## config.mk

```make
export PLATFORM = sky130hd
export DESIGN_NAME = mc_datapath_regs_flat
export DESIGN_NICKNAME = d
export VERILOG_FILES = /design/src/rtl/mc_pkg.sv /design/src/rtl/mc_datapath_regs_if.sv /design/src/rtl/mc_regfile.sv /design/src/rtl/mc_datapath_regs.sv /design/src/flat_wrapper.sv
export SDC_FILE = /design/constraint.sdc
export NUM_CORES = 2
export LEC_CHECK = 0
export BUFFER_PORTS_ARGS = -buffer_cell sky130_fd_sc_hd__buf_4
export CORE_MARGIN = 8
export CORE_UTILIZATION = 47
export CTS_CLUSTER_DIAMETER = 100
export DETAILED_ROUTE_END_ITERATION = 16
export GPL_ROUTABILITY_DRIVEN = 0
export HOLD_SLACK_MARGIN = 0.12
export PLACE_DENSITY_LB_ADDON = 0.2
export SLEW_MARGIN = 40
export SYNTH_ARGS = -nofsm -noshare
export SYNTH_HDL_FRONTEND = slang
export SYNTH_SLANG_ARGS = --single-unit
```

## constraint.sdc

```tcl
create_clock -name clk -period 22.5 [get_ports clk]
set_input_delay 3.375 -clock clk [delete_from_list [all_inputs] [get_ports clk]]
set_output_delay 3.375 -clock clk [all_outputs]
set_load 0.05 [all_outputs]
```

## src/rtl/mc_pkg.sv

```systemverilog
// mc_pkg
// Shared encodings for the multi-cycle ARM datapath and its controller's decoder.
//   RESULT_*  : ResultSrc encodings for the result bus mux
//   IMM_*     : ImmSrc encodings for the immediate extender
//   REG_PC    : register address that aliases the PC (R15)
//   NUM_REGS  : number of stored general registers (R0-R14)
//   extend_imm: immediate extension shared by datapath and decoder
package mc_pkg;

    localparam logic [1:0] RESULT_ALUOUT = 2'b00;
    localparam logic [1:0] RESULT_DATA   = 2'b01;
    localparam logic [1:0] RESULT_ALU    = 2'b10;

    localparam logic [1:0] IMM_8  = 2'b00;
    localparam logic [1:0] IMM_12 = 2'b01;
    localparam logic [1:0] IMM_BR = 2'b10;

    localparam logic [3:0] REG_PC   = 4'd15;
    localparam int         NUM_REGS = 15;

    // Branch offsets are word offsets, hence the two appended zero bits
    // before sign extension.
    function automatic logic [31:0] extend_imm(input logic [1:0]  src,
                                               input logic [23:0] field);
        logic [31:0] imm;
        imm = 32'h0;
        case (src)
            IMM_8:   imm = {24'h0, field[7:0]};
            IMM_12:  imm = {20'h0, field[11:0]};
            IMM_BR:  imm = {{6{field[23]}}, field, 2'b00};
            default: imm = 32'h0;
        endcase
        return imm;
    endfunction

endpackage

```

## src/rtl/mc_datapath_regs_if.sv

```systemverilog
// mc_datapath_regs_if
// Bus between the controller/memory side and the state-holding datapath.
//   Control in : PCWrite, IRWrite, RegWrite, AdrSrc, RegSrc[1:0],
//                ResultSrc[1:0], ImmSrc[1:0]
//   Data in    : ALUResult[31:0] (ALU output), ReadData[31:0] (memory)
//   Out        : Adr, Instr, RegA, WriteData, ExtImm, PC, Result (32 bits each)
// master = controller/memory side, slave = datapath.
interface mc_datapath_regs_if;

    logic        PCWrite;
    logic        IRWrite;
    logic        RegWrite;
    logic        AdrSrc;
    logic [1:0]  RegSrc;
    logic [1:0]  ResultSrc;
    logic [1:0]  ImmSrc;
    logic [31:0] ALUResult;
    logic [31:0] ReadData;

    logic [31:0] Adr;
    logic [31:0] Instr;
    logic [31:0] RegA;
    logic [31:0] WriteData;
    logic [31:0] ExtImm;
    logic [31:0] PC;
    logic [31:0] Result;

    modport master (
        output PCWrite, IRWrite, RegWrite, AdrSrc, RegSrc, ResultSrc, ImmSrc,
        output ALUResult, ReadData,
        input  Adr, Instr, RegA, WriteData, ExtImm, PC, Result
    );

    modport slave (
        input  PCWrite, IRWrite, RegWrite, AdrSrc, RegSrc, ResultSrc, ImmSrc,
        input  ALUResult, ReadData,
        output Adr, Instr, RegA, WriteData, ExtImm, PC, Result
    );

endinterface

```

## src/rtl/mc_regfile.sv

```systemverilog
// mc_regfile
// R0-R14 storage with two combinational read ports and one write port.
//   clk, reset : clock, asynchronous active-high clear of all registers
//   we, wa, wd : write enable, write address, write data
//   ra1, ra2   : read addresses
//   r15        : value returned for reads of address 15
//   rd1, rd2   : read data
module mc_regfile
    import mc_pkg::*;
(
    input  logic        clk,
    input  logic        reset,
    input  logic        we,
    input  logic [3:0]  wa,
    input  logic [31:0] wd,
    input  logic [3:0]  ra1,
    input  logic [3:0]  ra2,
    input  logic [31:0] r15,
    output logic [31:0] rd1,
    output logic [31:0] rd2
);

    logic [31:0] mem [NUM_REGS];

    // Address 15 is the PC alias and has no storage, so writes to it drop.
    always_ff @(posedge clk or posedge reset) begin
        if (reset) begin
            for (int i = 0; i < NUM_REGS; i++) begin
                mem[i[3:0]] <= 32'h0;
            end
        end else if (we && (wa != REG_PC)) begin
            mem[wa] <= wd;
        end
    end

    assign rd1 = (ra1 == REG_PC) ? r15 : mem[ra1];
    assign rd2 = (ra2 == REG_PC) ? r15 : mem[ra2];

endmodule

```

## src/rtl/mc_datapath_regs.sv

```systemverilog
// mc_datapath_regs
// State-holding half of the multi-cycle ARM datapath: PC, IR, register file
// and the Data/A/B/ALUOut staging registers, plus the result, address and
// immediate muxes.
//   clk   : rising-edge clock
//   reset : asynchronous active-high, clears all state
//   bus   : mc_datapath_regs_if.slave (controls, ALUResult, ReadData in;
//           Adr, Instr, RegA, WriteData, ExtImm, PC, Result out)
// Parameter RESET_PC: value the PC takes on reset.
module mc_datapath_regs
    import mc_pkg::*;
#(
    parameter logic [31:0] RESET_PC = 32'h0000_0000
) (
    input  logic                  clk,
    input  logic                  reset,
    mc_datapath_regs_if.slave     bus
);

    logic [31:0] pc;
    logic [31:0] ir;
    logic [31:0] data;
    logic [31:0] a;
    logic [31:0] b;
    logic [31:0] alu_out;

    logic [31:0] result;
    logic [31:0] rd1;
    logic [31:0] rd2;
    logic [3:0]  ra1;
    logic [3:0]  ra2;

    always_comb begin
        result = bus.ALUResult;
        case (bus.ResultSrc)
            RESULT_ALUOUT: result = alu_out;
            RESULT_DATA:   result = data;
            RESULT_ALU:    result = bus.ALUResult;
            default:       result = bus.ALUResult;
        endcase
    end

    assign ra1 = bus.RegSrc[0] ? REG_PC : ir[19:16];
    assign ra2 = bus.RegSrc[1] ? ir[15:12] : ir[3:0];

    // Reads of R15 see the live result bus, which carries PC+8 in the
    // controller's sequencing.
    mc_regfile u_regfile (
        .clk   (clk),
        .reset (reset),
        .we    (bus.RegWrite),
        .wa    (ir[15:12]),
        .wd    (result),
        .ra1   (ra1),
        .ra2   (ra2),
        .r15   (result),
        .rd1   (rd1),
        .rd2   (rd2)
    );

    // During fetch IR takes ReadData addressed by the old PC while PC
    // updates on the same edge; A/B see the pre-write register value.
    always_ff @(posedge clk or posedge reset) begin
        if (reset) begin
            pc      <= RESET_PC;
            ir      <= 32'h0;
            data    <= 32'h0;
            a       <= 32'h0;
            b       <= 32'h0;
            alu_out <= 32'h0;
        end else begin
            if (bus.PCWrite) pc <= result;
            if (bus.IRWrite) ir <= bus.ReadData;
            data    <= bus.ReadData;
            a       <= rd1;
            b       <= rd2;
            alu_out <= bus.ALUResult;
        end
    end

    // AdrSrc=1 with ResultSrc=ALU forms a combinational ALUResult->Adr path;
    // the controller never selects it, so it is left unblocked.
    assign bus.Adr       = bus.AdrSrc ? result : pc;
    assign bus.Result    = result;
    assign bus.Instr     = ir;
    assign bus.RegA      = a;
    assign bus.WriteData = b;
    assign bus.PC        = pc;
    assign bus.ExtImm    = extend_imm(bus.ImmSrc, ir[23:0]);

endmodule

```

## src/flat_wrapper.sv

```systemverilog
// flat-port wrapper written by rule: the top's interface ports become plain ports
module mc_datapath_regs_flat import mc_pkg::*;
#(
    parameter logic [31:0] RESET_PC = 32'h0000_0000
)
  (clk, reset, bus_PCWrite, bus_IRWrite, bus_RegWrite, bus_AdrSrc, bus_RegSrc, bus_ResultSrc, bus_ImmSrc, bus_ALUResult, bus_ReadData, bus_Adr, bus_Instr, bus_RegA, bus_WriteData, bus_ExtImm, bus_PC, bus_Result);
  mc_datapath_regs_if bus_i ();
  input  logic clk;
  input  logic reset;
  input wire logic [$bits(bus_i.PCWrite)-1:0] bus_PCWrite;
  input wire logic [$bits(bus_i.IRWrite)-1:0] bus_IRWrite;
  input wire logic [$bits(bus_i.RegWrite)-1:0] bus_RegWrite;
  input wire logic [$bits(bus_i.AdrSrc)-1:0] bus_AdrSrc;
  input wire logic [$bits(bus_i.RegSrc)-1:0] bus_RegSrc;
  input wire logic [$bits(bus_i.ResultSrc)-1:0] bus_ResultSrc;
  input wire logic [$bits(bus_i.ImmSrc)-1:0] bus_ImmSrc;
  input wire logic [$bits(bus_i.ALUResult)-1:0] bus_ALUResult;
  input wire logic [$bits(bus_i.ReadData)-1:0] bus_ReadData;
  output wire logic [$bits(bus_i.Adr)-1:0] bus_Adr;
  output wire logic [$bits(bus_i.Instr)-1:0] bus_Instr;
  output wire logic [$bits(bus_i.RegA)-1:0] bus_RegA;
  output wire logic [$bits(bus_i.WriteData)-1:0] bus_WriteData;
  output wire logic [$bits(bus_i.ExtImm)-1:0] bus_ExtImm;
  output wire logic [$bits(bus_i.PC)-1:0] bus_PC;
  output wire logic [$bits(bus_i.Result)-1:0] bus_Result;
  assign bus_i.PCWrite = bus_PCWrite;
  assign bus_i.IRWrite = bus_IRWrite;
  assign bus_i.RegWrite = bus_RegWrite;
  assign bus_i.AdrSrc = bus_AdrSrc;
  assign bus_i.RegSrc = bus_RegSrc;
  assign bus_i.ResultSrc = bus_ResultSrc;
  assign bus_i.ImmSrc = bus_ImmSrc;
  assign bus_i.ALUResult = bus_ALUResult;
  assign bus_i.ReadData = bus_ReadData;
  assign bus_Adr = bus_i.Adr;
  assign bus_Instr = bus_i.Instr;
  assign bus_RegA = bus_i.RegA;
  assign bus_WriteData = bus_i.WriteData;
  assign bus_ExtImm = bus_i.ExtImm;
  assign bus_PC = bus_i.PC;
  assign bus_Result = bus_i.Result;
  mc_datapath_regs #(.RESET_PC(RESET_PC)) u_core (.clk(clk), .reset(reset), .bus(bus_i));
endmodule
```

# Word-level counts from Yosys, hierarchy flattened
# Cells that the tools add are included.
# Widths: inputs -> output; s select.
dict set report word_totals {
  regBits 672
  inputBits 76
  out_inout_bits 224
  word_cells 54
}
dict set report op_classes {
  n_lt_le_gt_ge 4
  n_eq_ne 6
  muxes 16
  bitwise_logic 3
  n_reduce_logical 4
}
# operator n
set ops {}
lappend ops {{$bwmux 480} 1}
lappend ops {{$bmux 32 s4} 2}
lappend ops {{$mux 32} 8}
lappend ops {{$demux 32 s4} 1}
lappend ops {{$pmux 32 s3} 1}
lappend ops {{$pmux 32 s2} 1}
lappend ops {{$ge 5x5->1 const B} 3}
lappend ops {{$not 4->5} 3}
lappend ops {{$eq 4x4->1 const B} 2}
lappend ops {{$mux 4} 2}
lappend ops {{$lt 5x1->1 const B} 1}
lappend ops {{$eq 2x1->1 const B} 2}
lappend ops {{$logic_not 2->1} 2}
lappend ops {{$ne 4x4->1 const B} 1}
lappend ops {{$eq 2x2->1 const B} 1}
lappend ops {{$logic_and 1x1->1} 2}

# Logic depth before layout (Yosys ltp)
dict set report depth {
  word_depth 6
  mapped_depth 9
  depth_no_buf 5
}

# Hierarchy
# Synthesis repeated with hierarchy kept, for this count alone.
dict set report hier_totals {
  cells_unflattened 2379
  area_unflattened_um2 33952.6
}
# module n_inst cells_each area_each_um2 seq_area_each_um2
set modules_own_cells {}
lappend modules_own_cells {mc_regfile 1 1780 26150.1 12011.5}
lappend modules_own_cells {mc_datapath_regs 1 599 7802.5 4804.6}

# Least setup slack after synthesis
# OpenSTA, ideal clock, no wires.
dict set report synth_path {
  path_kind {input port to output port}
  start {input bus_ResultSrc[0]}
  end {output bus_Adr[31]}
  t_arrival_ps 5113
  t_required_ps 19125
  setup_slack_ps 14012
  stages 7
  n_path_buf 4
  path_cell_list {buf_2 buf_2 mux2_1 mux2i_1 buf_2 buf_2 mux2i_1}
}
dict set report synth_between {
  elab_chain_cells 3
  elab_cells_between_ends 4
  classes_between {1 x eq/ne; 2 x mux; 1 x reduce/logical}
}
# item line
set synth_lines {}
lappend synth_lines {{start, declared} flat_wrapper.sv:15} ;# input wire logic [$bits(bus_i.ResultSrc)-1:0] bus_ResultSrc;
lappend synth_lines {{$eq 2x1->1 or $logic_not 2->1 (tied branches)} mc_datapath_regs.sv:35} ;# case (bus.ResultSrc)
lappend synth_lines {{$pmux 32 s2 (*)} mc_datapath_regs.sv:35}
lappend synth_lines {{$mux 32 (*)} mc_datapath_regs.sv:83} ;# assign bus.Adr = bus.AdrSrc ? result : pc;
lappend synth_lines {{end, declared} flat_wrapper.sv:19} ;# output wire logic [$bits(bus_i.Adr)-1:0] bus_Adr;
# Every way passes the cells marked *; elsewhere a longest branch is shown, timed or not.

# Final worst setup path
dict set report layout_path {
  start {input bus_ResultSrc[0]}
  end {output bus_Adr[19]}
}
# The elaborated chain is that of the path after synthesis.

==> impl_metrics.json <==
{
  "min_path_type": "flop to flop",
  "cts_buffer_depth": 3,
  "ys_seq_elements": 672,
  "grt_pass1_wl_um": 183000,
  "synth_top_flop_cell": "dfrtp_1",
  "powerDensity_mw_per_mm2": 112,
  "die_x_um": 280,
  "postCtsSetupRepairBufs": 0,
  "worstSetupPathType": "primary input to output port",
  "ys_async_sr_fraction_pct": 100,
  "ir_drop_mv": 0.0541,
  "cts_resized": 0,
  "multi_input_area_mm2": 0.0146,
  "synth_cells": 3404,
  "cts_tree": "done",
  "endpoint_kind": "output port",
  "worstSetupStartpointType": "primary input",
  "holdWs_ns": 0.500,
  "ys_top_cells_by_area": "dfrtp_1 (51%), nand2_1 (9.3%), o21ai_0 (7.8%)",
  "dpl-instance-area_mm2": 0.0356,
  "core-area_mm2": 0.0697,
  "wl_per_cell_um": 27.5,
  "path_max_fanout": 32,
  "finalSetupViolCount": 0,
  "drv_slew": 0,
  "layout.core_utilization_pct": 54.9,
  "routed_wl_um": 124000,
  "arrival_ns": 5.69,
  "cts.htree.levels": 3,
  "max_freq_mhz": 110,
  "final_cell_mix": "nand2_1 (802), dfrtp_1 (669), o21ai_0 (513)",
  "drtPass1Iterations": 5,
  "ys_seq_area_share_pct": 51.2,
  "clockRootBuffer": "clkbuf_16",
  "p_total_mw": 4.29,
  "seq_area_mm2": 0.0168,
  "num-fill-cells": 6221,
  "ctsHoldBuffers": 0,
  "maxCapViolCount": 0,
  "status": "finished, final reports clean",
  "clk_latency_ns": 0.61,
  "portBuffers": 299,
  "critPathRequiredTime_ns": 19.12,
  "wl_met2_um": 52700,
  "yosysWarnings": 0,
  "cts_buffers": 74,
  "diodes": 0,
  "drc": 0,
  "syn_area_mm2": 0.0329,
  "viasPerCell": 6.22,
  "synth_top_area_share_pct": 51.2,
  "skew_ns": 0.0211,
  "wl_met3_um": 15400,
  "grt_pass1_vias": 26700,
  "initial_core_util_pct": 47.2,
  "drt_iter0_drc": 3329,
  "hpwlAfterDp_um": 72300,
  "leakage_nw": 17.3,
  "final_common_cell": "nand2_1",
  "hold_violations": 0,
  "rsz0062_at_grt": "no",
  "antenna_left": 0,
  "finalCriticalPeriod_ns": 9.07,
  "slowest_delay_ns": 0.63,
  "top_layer_used": "met5",
  "area_growth_pct": 16.4,
  "finalSetupTns_ns": 0,
  "fin_area_mm2": 0.0383,
  "avgSynthCellArea_um2": 9.65,
  "num_rows": 97,
  "yosysTopAreaCell": "dfrtp_1",
  "cp_cell_sequence": "buf_4 -> mux2i_1 -> o21a_1 -> inv_1 -> mux2_2 -> buf_4",
  "dieArea_mm2": 0.0786,
  "slowest_stage": "buf_4",
  "grt-ovfl-total": 0,
  "die_h_um": 280,
  "final_nets": 3601,
  "synth_edf_count": 0,
  "cts_sinks": 672,
  "yosys.cell_types.count": 57,
  "worst-slew-pin-transition_ns": 0.904,
  "finalCritPeriodShare_pct": 40.3,
  "syn-num-nets": 3480,
  "antenna_found_initial": 5,
  "dr_total_vias": 28100,
  "cp_common_cell": "buf_4",
  "grt_max_degree": 119,
  "maxSlewHeadroom_pct": 39.7,
  "wl_met1_um": 51800,
  "io_pins": 300,
  "clk_pin_slew_ns": 0.06,
  "drive_gt1_share_pct": 18.1,
  "gr-usage-all-layers_pct": 31.0
}
-- Yosys cell counts (3+ instances only) --
| cell type | count |
|---|---|
| and2_1 | 15 |
| o21ai_0 | 513 |
| mux2_1 | 30 |
| o221ai_1 | 66 |
| a211oi_1 | 25 |
| buf_2 | 67 |
| a221oi_1 | 28 |
| o21a_1 | 32 |
| a31oi_1 | 32 |
| a22oi_1 | 7 |
| a311o_1 | 21 |
| clkbuf_1 | 209 |
| nor3b_1 | 22 |
| mux4_2 | 26 |
| and3_1 | 32 |
| nand3_1 | 48 |
| dfrtp_1 | 672 |
| o22a_1 | 31 |
| a22o_1 | 10 |
| a21oi_1 | 66 |
| a2bb2oi_1 | 4 |
| inv_1 | 43 |
| a21o_1 | 3 |
| o211ai_1 | 9 |
| o2111ai_1 | 6 |
| a221o_1 | 6 |
| o22ai_1 | 28 |
| o21ai_1 | 14 |
| nand4_1 | 3 |
| nor2b_1 | 57 |
| buf_1 | 10 |
| buf_6 | 8 |
| buf_4 | 25 |
| nor2_1 | 37 |
| a32oi_1 | 34 |
| nand3b_1 | 8 |
| mux2_2 | 104 |
| nand2b_1 | 25 |
| a311oi_1 | 22 |
| nand2_1 | 814 |
| mux2i_1 | 173 |
-- metal layers --
| metal | up-vias | GRT usage (%) |
|---|---|---|
| met2 | 1661 | 44.9 |
| met1 | 13900 | 43.9 |
| met4 | 4 | 11.3 |
| met3 | 300 | 9.27 |
| li1 | 12300 | - |
| met5 | - | 0 |
-- final timing paths --
kind                                                from                        to  slack, ns  depth (start not counted)
max in group asynchronous                          reset         u_core.bus.PC[20]      16.72                          6
worst min register to register  u_core.u_regfile.mem[23]  u_core.u_regfile.mem[23]       0.50                          2
worst max-delay path                    bus_ResultSrc[0]               bus_Adr[19]      13.43                          6
worst max register to register      u_core.bus.Instr[12]   u_core.bus.WriteData[2]      18.20                          7
worst min-delay path            u_core.u_regfile.mem[23]  u_core.u_regfile.mem[23]       0.50                          2
min in group asynchronous                          reset      u_core.bus.Instr[14]       2.78                          2
-- logic make-up after synthesis --
family | synth area share [%]
AOI/OAI and AO/OA | 18.4
buffers and inverters | 4.86
DFF | 51.2
muxes | 11.8
and+or+nand+nor | 13.8
-- where the power goes --
| part | internal, mW | leakage [nW] | switching, mW |
|---|---|---|---|
| combinational | 0.429 | 7.54 | 0.751 |
| sequential | 1.54 | 8.46 | 0.265 |
| clock | 0.792 | 1.27 | 0.511 |
-- area by class of cell --
cell class / instances / share of cell area (%)
Sequential cell: 672 / 44.0
Inverter: 43 / 0.441
Clock inverter: 25 / 0.978
Multi-Input combinational cell: 2370 / 38.2
Timing Repair Buffer: 364 / 7.48
Tap cell: 940 / 3.07
Clock buffer: 109 / 5.83
-- worst max-delay path, delay by kind of cell --
kind,cells,cell delay [ns]
AOI/OAI and AO/OA,1,0.59
buffers and inverters,3,1.10
muxes,2,0.60
-- per-stage QoR --
stage,instances,setup WS [ns]
floorplan,3404,0.289
global placement,4383,13.53
detailed placement,4388,13.50
CTS,4522,13.49
global route,4523,13.34
finish,4523,13.43
-- registers in the layout (all words and copies together), names as in the netlist --
name	count
u_core.alu_out	32
u_core.bus.Instr	32
u_core.bus.PC	32
u_core.bus.RegA	32
u_core.bus.WriteData	32
u_core.data	32
u_core.u_regfile.mem	480
(Power assumes the default switching activity.)
